==> config.mk <==
export PLATFORM = sky130hd
export DESIGN_NAME = output_argmax
export DESIGN_NICKNAME = d
export VERILOG_FILES = /design/src/rtl/output_argmax_pkg.sv /design/src/rtl/output_argmax.sv
export SDC_FILE = /design/constraint.sdc
export NUM_CORES = 1
export LEC_CHECK = 0
export CORE_MARGIN = 2
export CORE_UTILIZATION = 64
export CTS_CLUSTER_DIAMETER = 200
export CTS_CLUSTER_SIZE = 16
export DETAILED_ROUTE_END_ITERATION = 10
export DONT_BUFFER_PORTS = 1
export PLACE_DENSITY = 0.89
export SLEW_MARGIN = 20
export SYNTH_ARGS = -nofsm -noshare
export SYNTH_HDL_FRONTEND = slang
export SYNTH_SLANG_ARGS = --single-unit
==> constraint.sdc <==
create_clock -name clock -period 4.11 [get_ports clock]
set_input_delay 0 -clock clock [delete_from_list [all_inputs] [get_ports clock]]
set_output_delay 0 -clock clock [all_outputs]
set_load 0.01 [all_outputs]
==> src/rtl/output_argmax_pkg.sv <==
// -----------------------------------------------------------------------------
// output_argmax_pkg
// Shared types for the network output stage:
//   activation_type  - activation selector used by the layer blocks
//   argmax_state_t   - state encoding of the output_argmax sequencer
//   argmax_index_width() - width of a class index for a given class count
// -----------------------------------------------------------------------------
package output_argmax_pkg;

  typedef enum logic [1:0] {
    ACT_LINEAR  = 2'd0,
    ACT_RELU    = 2'd1,
    ACT_SIGMOID = 2'd2,
    ACT_TANH    = 2'd3
  } activation_type;

  typedef enum logic [1:0] {
    IDLE = 2'd0,
    SCAN = 2'd1,
    DONE = 2'd2
  } argmax_state_t;

  // A single-class build still needs a 1-bit index port.
  function automatic int argmax_index_width(input int num_classes);
    int w;
    if (num_classes > 1) begin
      w = $clog2(num_classes);
    end else begin
      w = 1;
    end
    return w;
  endfunction

endpackage

==> src/rtl/output_argmax.sv <==
// -----------------------------------------------------------------------------
// output_argmax
// Captures one vector of signed class scores and scans it sequentially, one
// element per clock, to find the largest score and its index. Ties resolve to
// the lowest index. The result is held with a valid/ready handshake.
//
// Ports
//   clock        : rising-edge clock
//   reset        : asynchronous, active-low reset
//   inputs_ready : one-cycle pulse, `inputs` valid (accepted only in IDLE)
//   inputs       : NUM_CLASSES signed scores
//   class_index  : index of the maximum score
//   max_value    : maximum score
//   result_valid : result available, held until result_ready
//   result_ready : consumer accepts the result
//   busy         : sequencer is not IDLE
//   overrun      : sticky, a vector arrived while not IDLE and was dropped
// -----------------------------------------------------------------------------
module output_argmax
  import output_argmax_pkg::*;
#(
  parameter int DATA_WIDTH = 32,
  parameter int NUM_CLASSES = 2,
  localparam int INDEX_WIDTH = argmax_index_width(NUM_CLASSES)
) (
  input  logic                         clock,
  input  logic                         reset,
  input  logic                         inputs_ready,
  input  logic signed [DATA_WIDTH-1:0] inputs [NUM_CLASSES],
  output logic        [INDEX_WIDTH-1:0] class_index,
  output logic signed [DATA_WIDTH-1:0] max_value,
  output logic                         result_valid,
  input  logic                         result_ready,
  output logic                         busy,
  output logic                         overrun
);

  argmax_state_t               state_r;
  logic signed [DATA_WIDTH-1:0] buf_r [NUM_CLASSES];
  logic [INDEX_WIDTH-1:0]      scan_cnt_r;
  logic signed [DATA_WIDTH-1:0] run_max_r;
  logic [INDEX_WIDTH-1:0]      run_idx_r;
  logic [INDEX_WIDTH-1:0]      class_index_r;
  logic signed [DATA_WIDTH-1:0] max_value_r;
  logic                        result_valid_r;
  logic                        busy_r;
  logic                        overrun_r;

  logic signed [DATA_WIDTH-1:0] cand_s;
  logic                        greater_s;
  logic                        last_s;
  logic signed [DATA_WIDTH-1:0] next_max_s;
  logic [INDEX_WIDTH-1:0]      next_idx_s;

  // Compare the buffered element under the scan counter against the running max.
  always_comb begin
    cand_s    = buf_r[scan_cnt_r];
    greater_s = (cand_s > run_max_r);
    last_s    = (scan_cnt_r == INDEX_WIDTH'(NUM_CLASSES - 1));
    if (greater_s) begin
      next_max_s = cand_s;
      next_idx_s = scan_cnt_r;
    end else begin
      next_max_s = run_max_r;
      next_idx_s = run_idx_r;
    end
  end

  // Sequencer: capture in IDLE, one comparison per cycle in SCAN, hold in DONE.
  always_ff @(posedge clock or negedge reset) begin
    if (!reset) begin
      state_r        <= IDLE;
      buf_r          <= '{default: '0};
      scan_cnt_r     <= '0;
      run_max_r      <= '0;
      run_idx_r      <= '0;
      class_index_r  <= '0;
      max_value_r    <= '0;
      result_valid_r <= 1'b0;
      busy_r         <= 1'b0;
      overrun_r      <= 1'b0;
    end else begin
      case (state_r)
        IDLE: begin
          if (inputs_ready) begin
            buf_r      <= inputs;
            run_max_r  <= inputs[0];
            run_idx_r  <= '0;
            scan_cnt_r <= INDEX_WIDTH'(1);
            busy_r     <= 1'b1;
            if (NUM_CLASSES == 1) begin
              // Nothing to scan: element 0 is the answer.
              state_r        <= DONE;
              class_index_r  <= '0;
              max_value_r    <= inputs[0];
              result_valid_r <= 1'b1;
            end else begin
              state_r <= SCAN;
            end
          end else begin
            state_r <= IDLE;
          end
        end
        SCAN: begin
          if (inputs_ready) begin
            overrun_r <= 1'b1;
          end else begin
            overrun_r <= overrun_r;
          end
          run_max_r  <= next_max_s;
          run_idx_r  <= next_idx_s;
          scan_cnt_r <= scan_cnt_r + INDEX_WIDTH'(1);
          if (last_s) begin
            // Publish the final comparison directly so the result appears
            // on the same edge the scan completes.
            state_r        <= DONE;
            class_index_r  <= next_idx_s;
            max_value_r    <= next_max_s;
            result_valid_r <= 1'b1;
          end else begin
            state_r <= SCAN;
          end
        end
        DONE: begin
          // A vector arriving here is dropped even if the result is being
          // accepted on the same edge.
          if (inputs_ready) begin
            overrun_r <= 1'b1;
          end else begin
            overrun_r <= overrun_r;
          end
          if (result_ready) begin
            state_r        <= IDLE;
            result_valid_r <= 1'b0;
            busy_r         <= 1'b0;
          end else begin
            state_r <= DONE;
          end
        end
        default: begin
          state_r        <= IDLE;
          result_valid_r <= 1'b0;
          busy_r         <= 1'b0;
        end
      endcase
    end
  end

  assign class_index  = class_index_r;
  assign max_value    = max_value_r;
  assign result_valid = result_valid_r;
  assign busy         = busy_r;
  assign overrun      = overrun_r;

endmodule

* Word-level counts from Yosys, hierarchy flattened
Index checks and enable logic that the tools add are counted.
** Operators by class
- $mul :: 0
- Multiplexer cells :: 19
- Magnitude comparators :: 2
- Shift-type cells :: 0
- Bitwise gates (word level) :: 3
- $add $sub $neg :: 1
- Reduce and logical (&&, ||, !) cells :: 9
- Divide/modulo/power cells :: 0
- Equality and inequality tests :: 5
** Operators by type and width (count)
- $mux W32 :: 5
- $pmux W32 S2 :: 1
- $gt A32 B32 Y1 :: 1
- $reduce_and A2 Y1 :: 4
- $mux W1 :: 6
- $ne A2 B2 Y1 const B :: 3
- $pmux W1 S3 :: 2
- $pmux W2 S3 :: 1
- $reduce_and A3 Y1 :: 2
- $mux W2 :: 2
- $pmux W1 S2 :: 2
- $eq A2 B1 Y1 const B :: 1
- $eq A2 B2 Y1 const B :: 1
- $ge A2 B2 Y1 const B :: 1
- $logic_not A2 Y1 :: 1
- $not A1 Y1 :: 2
- $not A1 Y2 :: 1
- $reduce_bool A2 Y1 :: 1
- $reduce_or A2 Y1 :: 1
- $add A1 B1 Y1 const B :: 1
** Storage, ports and cells
- Bits in writable memories :: 0
- Word-level logic and storage cells :: 50
- Bits of input ports :: 68
- Memories kept :: 0
- Output and inout bits :: 36
- Register bits :: 136
- Latch bits :: 0
- ROM bits :: 0

* Longest topological paths before layout
Gate-level depths: netlist of the first run.
- Word-level depth :: 7
- Gate-level depth with buffers :: 13
- Mapped depth without buffers :: 9

* Worst setup path after synthesis of the first run
OpenSTA, ideal clock, no wires.
- Path kind :: register to register
- Start point :: reg scan_cnt_r (netlist: last_s)
- End point :: reg max_value_r[10] (netlist: max_value[10])
- Period minus slack after synthesis :: 3203 ps
- Slack :: 907 ps
- Data required time :: 3978 ps
- Cell stages (with the launch flop) :: 13
- Buffers on the path :: 3
- Setup time :: 132 ps
- Data arrival time :: 3071 ps
- Cell sequence :: dfrtp_1 -> clkbuf_1 -> buf_1 -> mux2_2 -> ha_1 -> a21oi_1 -> o21a_1 -> o2bb2ai_1 -> o41a_1 -> o21ai_2 -> buf_4 -> mux2i_1 -> o21ai_1
** On the way
- Cells in the longest elaborated chain, start to end :: 6
- Elaborated cells between the ends (all ways) :: 7
- Classes of those cells :: order compare: 1; mux: 4; bitwise: 1; reduce/logical: 1
** RTL lines
- from (decl) :: line output_argmax.sv:40 : logic [INDEX_WIDTH-1:0] scan_cnt_r;
- from (signal assigned) :: line output_argmax.sv:112 : scan_cnt_r <= scan_cnt_r + INDEX_WIDTH'(1);
- $not A1 Y2 (implied by the code) :: line output_argmax.sv:57 : cand_s = buf_r[scan_cnt_r];
- $mux W32 (implied by the code) (3 in a row) :: line output_argmax.sv:57
- $gt A32 B32 Y1 :: line output_argmax.sv:58 : greater_s = (cand_s > run_max_r);
- $mux W32 :: line output_argmax.sv:60 : if (greater_s) begin
- to (signal assigned) :: line output_argmax.sv:95 : max_value_r <= inputs[0];
- to (signal assigned) :: line output_argmax.sv:118 : max_value_r <= next_max_s;
- to (decl) :: line output_argmax.sv:44 : logic signed [DATA_WIDTH-1:0] max_value_r;
Parallel ways exist; a longest one is shown, timed or not. The select of a mux whose other input is x is not followed.
A chain may end at the register's enable or synchronous reset.

* Worst setup path in the final report of the first run
- Start point :: reg scan_cnt_r (netlist: last_s)
- End point :: reg run_max_r[22]
** On the way
- Cells in the longest elaborated chain, start to end :: 7
** RTL lines
- $not A1 Y2 (implied by the code) * :: line output_argmax.sv:57
- $mux W32 (implied by the code) * (3 in a row) :: line output_argmax.sv:57
- $gt A32 B32 Y1 :: line output_argmax.sv:58
- $mux W32 * :: line output_argmax.sv:60
- $pmux W32 S2 * :: line output_argmax.sv:83 : case (state_r)
- to (signal assigned) :: line output_argmax.sv:87 : run_max_r <= inputs[0];
- to (signal assigned) :: line output_argmax.sv:110 : run_max_r <= next_max_s;
- to (decl) :: line output_argmax.sv:41 : logic signed [DATA_WIDTH-1:0] run_max_r;
Every way passes the cells marked *; elsewhere a longest branch is shown, timed or not. The select of a mux whose other input is x is not followed.

==> results of run 1 <==
==> cells in the mapped netlist, drive strengths merged (3+ instances only) <==
cell type and number:
nand2 43, clkbuf 17, a21boi 3, dfrtp 136
o22ai 30, a22oi 30, buf 21, o21a 3
nand4 6, o21ai 38, mux2i 35, a21oi 19
ha 36, or2 30, nor2 6, mux2 95
inv 36, nand3 4
==> cell families after synthesis <==
kind of cell,after synthesis
compound gates,136
flops,136
mux,130
simple gates,99
buf+inv,74
fa+ha+maj,36
==> cell type report <==
type | count | share of cell area [%]
Multi-Input combinational cell | 401 | 38.7
Clock buffer | 20 | 5.33
Timing Repair Buffer | 75 | 9.13
Clock inverter | 12 | 2.37
Tap cell | 140 | 2.10
Sequential cell | 136 | 40.7
Inverter | 36 | 1.62
==> per-layer routing <==
layer / global-route usage [%] / vias to the layer above / share of wire [%]
met1: 37.2 / 2603 / 39
met5: 0 / - / 0
met3: 8.68 / 40 / 6.9
met2: 53.1 / 218 / 52
met4: 12.3 / 0 / 2.2
li1: - / 2305 / -
==> power by group <==
part           switching, W  internal [W]  total, W
sequential         0.000550       0.00202   0.00257
clock              0.000581       0.00108   0.00166
combinational       0.00222       0.00182   0.00404
==> sequential cells by signal (all words and copies together) (netlist names) <==
signal and flops:
run_max_r 32, overrun 1, buf_r 64, result_valid 1, busy 1, class_index 1, run_idx_r 1, last_s 1
state_r 2, max_value 32
==> cells in the final DEF (no fill, tap or decap), types with 2 or more instances in the layout <==
cell / count
clkinvlp_4: 2
o211ai_1: 2
clkbuf_16: 16
mux2_2: 95
nand2_1: 41
clkinv_2: 3
a21boi_0: 2
inv_1: 36
buf_4: 6
dfrtp_1: 136
nand3_1: 4
o21ai_1: 32
mux2i_1: 35
dlygate4sd3_1: 67
nor2_1: 6
o22ai_1: 30
or2_2: 30
ha_1: 36
clkbuf_8: 3
nand4_1: 6
bufinv_16: 5
o21ai_0: 4
nor3_1: 2
a31oi_1: 2
o21a_1: 3
a22oi_1: 30
nand2b_1: 2
nor4_1: 2
a21oi_1: 19
clkinv_4: 2
==> what timing repair did <==
action / in CTS / in global routing
buffers inserted: 0 / 0
endpoints found under the setup margin: 0 / 0
hold buffers: 68 / 0
endpoints found under the hold margin: 237 / 0
resized for setup: 0 / 0
==> critical path: stages (launching register included) <==
cell	delay, ns
dfrtp_1	0.35
buf_4	0.35
mux2_2	0.40
ha_1	0.32
a21oi_1	0.19
nand2_1	0.12
a221oi_1	0.33
o211ai_1	0.20
o21ai_4	0.19
a21o_2	0.58
a22oi_1	0.19
==> per-stage QoR <==
stage / total power (W) / cells / cell area, um^2 / hold slack (ns) / utilization, %
2_1_floorplan: 0.00565 / 611 / 6940 / -0.296 / -
3_3_place_gp: 0.00622 / 720 / 7020 / -0.292 / 65.6
3_5_place_dp: 0.00641 / 720 / 7020 / -0.292 / 65.6
4_1_cts: 0.00820 / 820 / 8360 / 0.116 / 78.1
5_1_grt: 0.00881 / 820 / 8360 / 0.125 / 78.1
6_report: 0.00827 / 820 / 8360 / 0.135 / 78.1
==> path summary, 6_finish.rpt <==
kind	end	slack [ns]	cells past startpoint
worst min register to register	buf_r[54]	0.50	1
min in group asynchronous	buf_r[43]	0.14	2
max in group asynchronous	buf_r[27]	3.51	2
worst min-delay path	buf_r[26]	0.13	2
worst max register to register	run_max_r[22]	0.69	10
worst max-delay path	run_max_r[22]	0.69	10
==> flow_summary.ini, run 1 <==
[setup_path]
crit_path_end_kind = flop
cp-start-kind = flop
crit_start = last_s
reg2reg_from = last_s
critical_path_class = flop to flop
cp.arrival_ns = 3.79
path_max_fanout = 30
cp.required_ns = 4.49

[synthesis]
yosysTopAreaCell = dfrtp_1
synth_cells = 611
async_reset_ff_share_pct = 100
synth_top_cell_area_share_pct = 49.0
muxShareOfSynthArea_pct = 20.5
netlist_area_um2 = 6940
ys_seq_elements = 136
synth_compound_area_share_pct = 12.3
synth_edf_count = 0
synthAdderAreaFrac_pct = 6.49
synth-main-ff-cell = dfrtp_1
synthSimpleGateAreaFrac_pct = 7.08
synth_xor_area_share_pct = 0
yosys_warnings = 0
synth_cell_types = 41
synth_fp_nets = 715
ys_seq_area_share_pct = 49.0
syn_area_per_cell_um2 = 11.4
yosys-top-cells-area = dfrtp_1 (49%), mux2_2 (15%), ha_1 (6.5%)
synth_top_family_by_area = multiplexers

[floorplanning]
core.rowCount = 38
dieArea_um2 = 11700
die_h_um = 108
coreArea_um2 = 10700
die_w_um = 108
pin_count = 104
initial_utilization_pct = 64.9

[route]
viasPerCell = 6.30
post_drt_wl_per_cell_um = 20.6
ant_nets = 0
drtPass1Iterations = 4
drt_iter0_markers = 398
via_count = 5166
finalWirelength_mm = 16.9
drc_errors = 0

[run_status]
status = finished, final reports clean

[placement]
port_buffers = 0
post-place-ws_ns = 0.407
place_hpwl_mm = 9.88
gp_congestion = 0.810

[clocking]
root_buffer = clkbuf_8
cts_sinks = 136
clkLatencyLatePin_ns = 0.54
ctsHtreeMaxLevel = 4
numCtsBuffers = 17
cts_buffer_depth = 2
cts_tree = yes
path_clk_slew_ns = 0.06

[sta]
finalWorstSetupSlack_ns = 0.692
finalSetupTns_ns = 0
slew_viol_final = 0
skew_ns = 0.00812
fmax_ghz = 0.293
hold_viol_final = 0
worst_slew_pin_slew_ns = 1.03
relSlewSlack_pct = 31.2
finalCriticalPeriod_ns = 3.42
finalSetupViolations = 0
rsz0062_at_grt = no
finalCritPeriodShare_pct = 83.2

[run]
max_cap_viol_count = 0

[grt]
grt_max_degree = 137
track_usage_pct = 31.0
grt-ovfl-total = 0
grt_pass1_vias = 5592
antenna_found_initial = 0
grt_pass1_wl_mm = 27.8

[layout]
drive_above_1_share_pct = 24.9
area.sequential_um2 = 3400
n_fill_cell = 599
syn2layout_area_growth_pct = 20.4
diodes = 0
finalNetCount = 771
multiInputGateArea_um2 = 3240

[pwr]
ir_drop_mv = 0.826
power_density_nw_per_um2 = 990
p_leak_nw = 3.75

[min_path]
min_path_type = input port to flop
hold_start = inputs[26]
Power figures use the tool's default switching activity.
==> run 2, diff against run 1 <==
CORE_UTILIZATION = 58   (was 64)
PLACE_DENSITY = 0.85   (was 0.89)
clock period = 3.1 ns   (was 4.11 ns; I/O delays follow)
==> run 2 against run 1 <==
Against the previous run: the run now ends with hold timing, setup timing left; flip-flop and latch count unchanged; non-clock buffer count grew 28; worst hold slack got worse by 0.86 ns; first-iteration DRC count increased by 63%; combinational power up 97%; final cell count increased by 3.8%; clock skew rose by 0.0025 ns; die area increased by 10%; routed wire length is 27% higher; via count increased by 11%; critical endpoint is now run_max_r[10].
==> flow_summary.ini, run 2 (synthesized netlist as in run 1, its figures left out) <==
[sta]
finalSetupTns_ns = -13.59
finalCriticalPeriod_ns = 3.43
fmax_ghz = 0.292
rsz0062_at_grt = yes
hold_viol_final = 136
finalCritPeriodShare_pct = 110
slew_viol_final = 0
relSlewSlack_pct = 19.6
worst_slew_pin_slew_ns = 1.21
skew_ns = 0.0106
finalWorstSetupSlack_ns = -0.325
fin_worst_hold_slack_ns = -0.728
finalSetupViolations = 66

[setup_path]
critical_path_class = flop to flop
path_cells = buf_12 > buf_8 > mux2_4 > ha_4 > nand4_1 > nor4_2 > buf_4 > o41a_1 > o21ai_4 > buf_12 > buf_8 > buf_16 > o22ai_1 > a22oi_1
rr_endpoint = run_max_r[10]
cp.arrival_ns = 3.67
critical_path.max_stage_delay_ns = 0.48
cp-start-kind = flop
cp.required_ns = 3.34
path_max_fanout = 6
r2r_cells = 14
crit_path_end_kind = flop
cp_slowest_cell = dfrtp_2
rrSetupSlack_ns = -0.33
reg2reg_from = last_s

[floorplanning]
initial_utilization_pct = 60.0
die_h_um = 113
die_w_um = 113
pin_count = 104
core.rowCount = 39
dieArea_um2 = 12900
coreArea_um2 = 11600

[layout]
fin_cells = 851
layout_commonest_cell = dfrtp_1
diodes = 0
finalNetCount = 799
n_fill_cell = 599
drive_above_1_share_pct = 35.5
largest_reg_flops = 64
max_flop_register = buf_r
final_cell_mix = dfrtp_1 (135), mux2_2 (86), dlygate4sd3_1 (66)
syn2layout_area_growth_pct = 32.4
final_area_um2 = 9200

[route]
ant_nets = 0
drt_iter0_markers = 650
drc_errors = 0
finalWirelength_mm = 21.4
viasPerCell = 6.72
post_drt_wl_per_cell_um = 25.2
via_count = 5715
drtPass1Iterations = 5

[pwr]
ir_drop_mv = 0.800
p_leak_nw = 4.00
power_density_nw_per_um2 = 1490

[placement]
place_area_um2 = 7100
gp_congestion = 0.816
post-place-ws_ns = -0.141
port_buffers = 0
place_hpwl_mm = 10.1
placed_cells_incl_taps = 730

[grt]
grt_max_degree = 137
antenna_found_initial = 0
grt-ovfl-total = 0
grt_pass1_wl_mm = 28.8
grt_pass1_vias = 5719
track_usage_pct = 28.9

[clocking]
cts_sinks = 136
ctsHtreeMaxLevel = 4
ctsHoldBuffers = 66
clkLatencyLatePin_ns = 0.43
cts_tree = yes
numCtsBuffers = 17
path_clk_slew_ns = 0.06
cts_buffer_depth = 2
root_buffer = clkbuf_16

[min_path]
min_path_type = input port to asynchronous set/reset pin

[run_status]
violations = hold timing, setup timing
status = complete, but fails checks

[run]
max_cap_viol_count = 0
## run 2: report_power, final
| part | total (W) | internal (W) | switching, W |
|---|---|---|---|
| Sequential | 0.00350 | 0.00269 | 0.000812 |
| Combinational | 0.00796 | 0.00391 | 0.00405 |
| Clock | 0.00220 | 0.00141 | 0.000790 |
| Total | 0.0137 | 0.00801 | 0.00565 |
## run 2: how the worst max path moves through the flow
stage / to / from
floorplan: max_value[10] / last_s
finish: run_max_r[10] / last_s
CTS: max_value[22] / last_s
global route: run_max_r[10] / last_s
global placement: max_value[17] / last_s
detailed placement: max_value[23] / last_s
## run 2: cell type report
type	count	area [um^2]	share of cell area, %
multi-input cells	401	3680	40.0
inverters	36	135	1.47
clock buffers	21	470	5.12
flip-flops and latches	136	3400	37.0
repair buffers	103	1160	12.6
clock inverters	11	170	1.85
well taps	143	179	1.95
## run 2: per-stage QoR
stage,total power [W],util (%)
2_1_floorplan,0.00749,-
3_3_place_gp,0.00837,61.4
3_5_place_dp,0.00863,61.4
4_1_cts,0.0117,74.2
5_1_grt,0.0142,79.5
6_report,0.0137,79.5
## run 2: worst max-delay path: cells and delay by family (launching register included)
family	cells	cell delay, ns
multiplexers	1	0.31
AO/OA/AOI/OAI	4	0.64
buffers and inverters	6	0.89
AND/OR/NAND/NOR	2	0.61
adder cells (fa/ha/maj)	1	0.29
flip-flops	1	0.48
## run 2: timing repair
action                                  in CTS  in global routing
hold endpoints to repair                   236                136
buffers inserted                             6                 10
cloned                                       4                  7
gates resized for setup                     15                 76
endpoints found under the setup margin      65                 66
pin swaps                                    5                 22
## run 2: per-layer routing
layer | global-route usage (%) | routed length (um)
met1 | 35.3 | 8080
met2 | 48.6 | 10500
met3 | 7.65 | 1790
met4 | 12.4 | 1040
met5 | 0 | 0
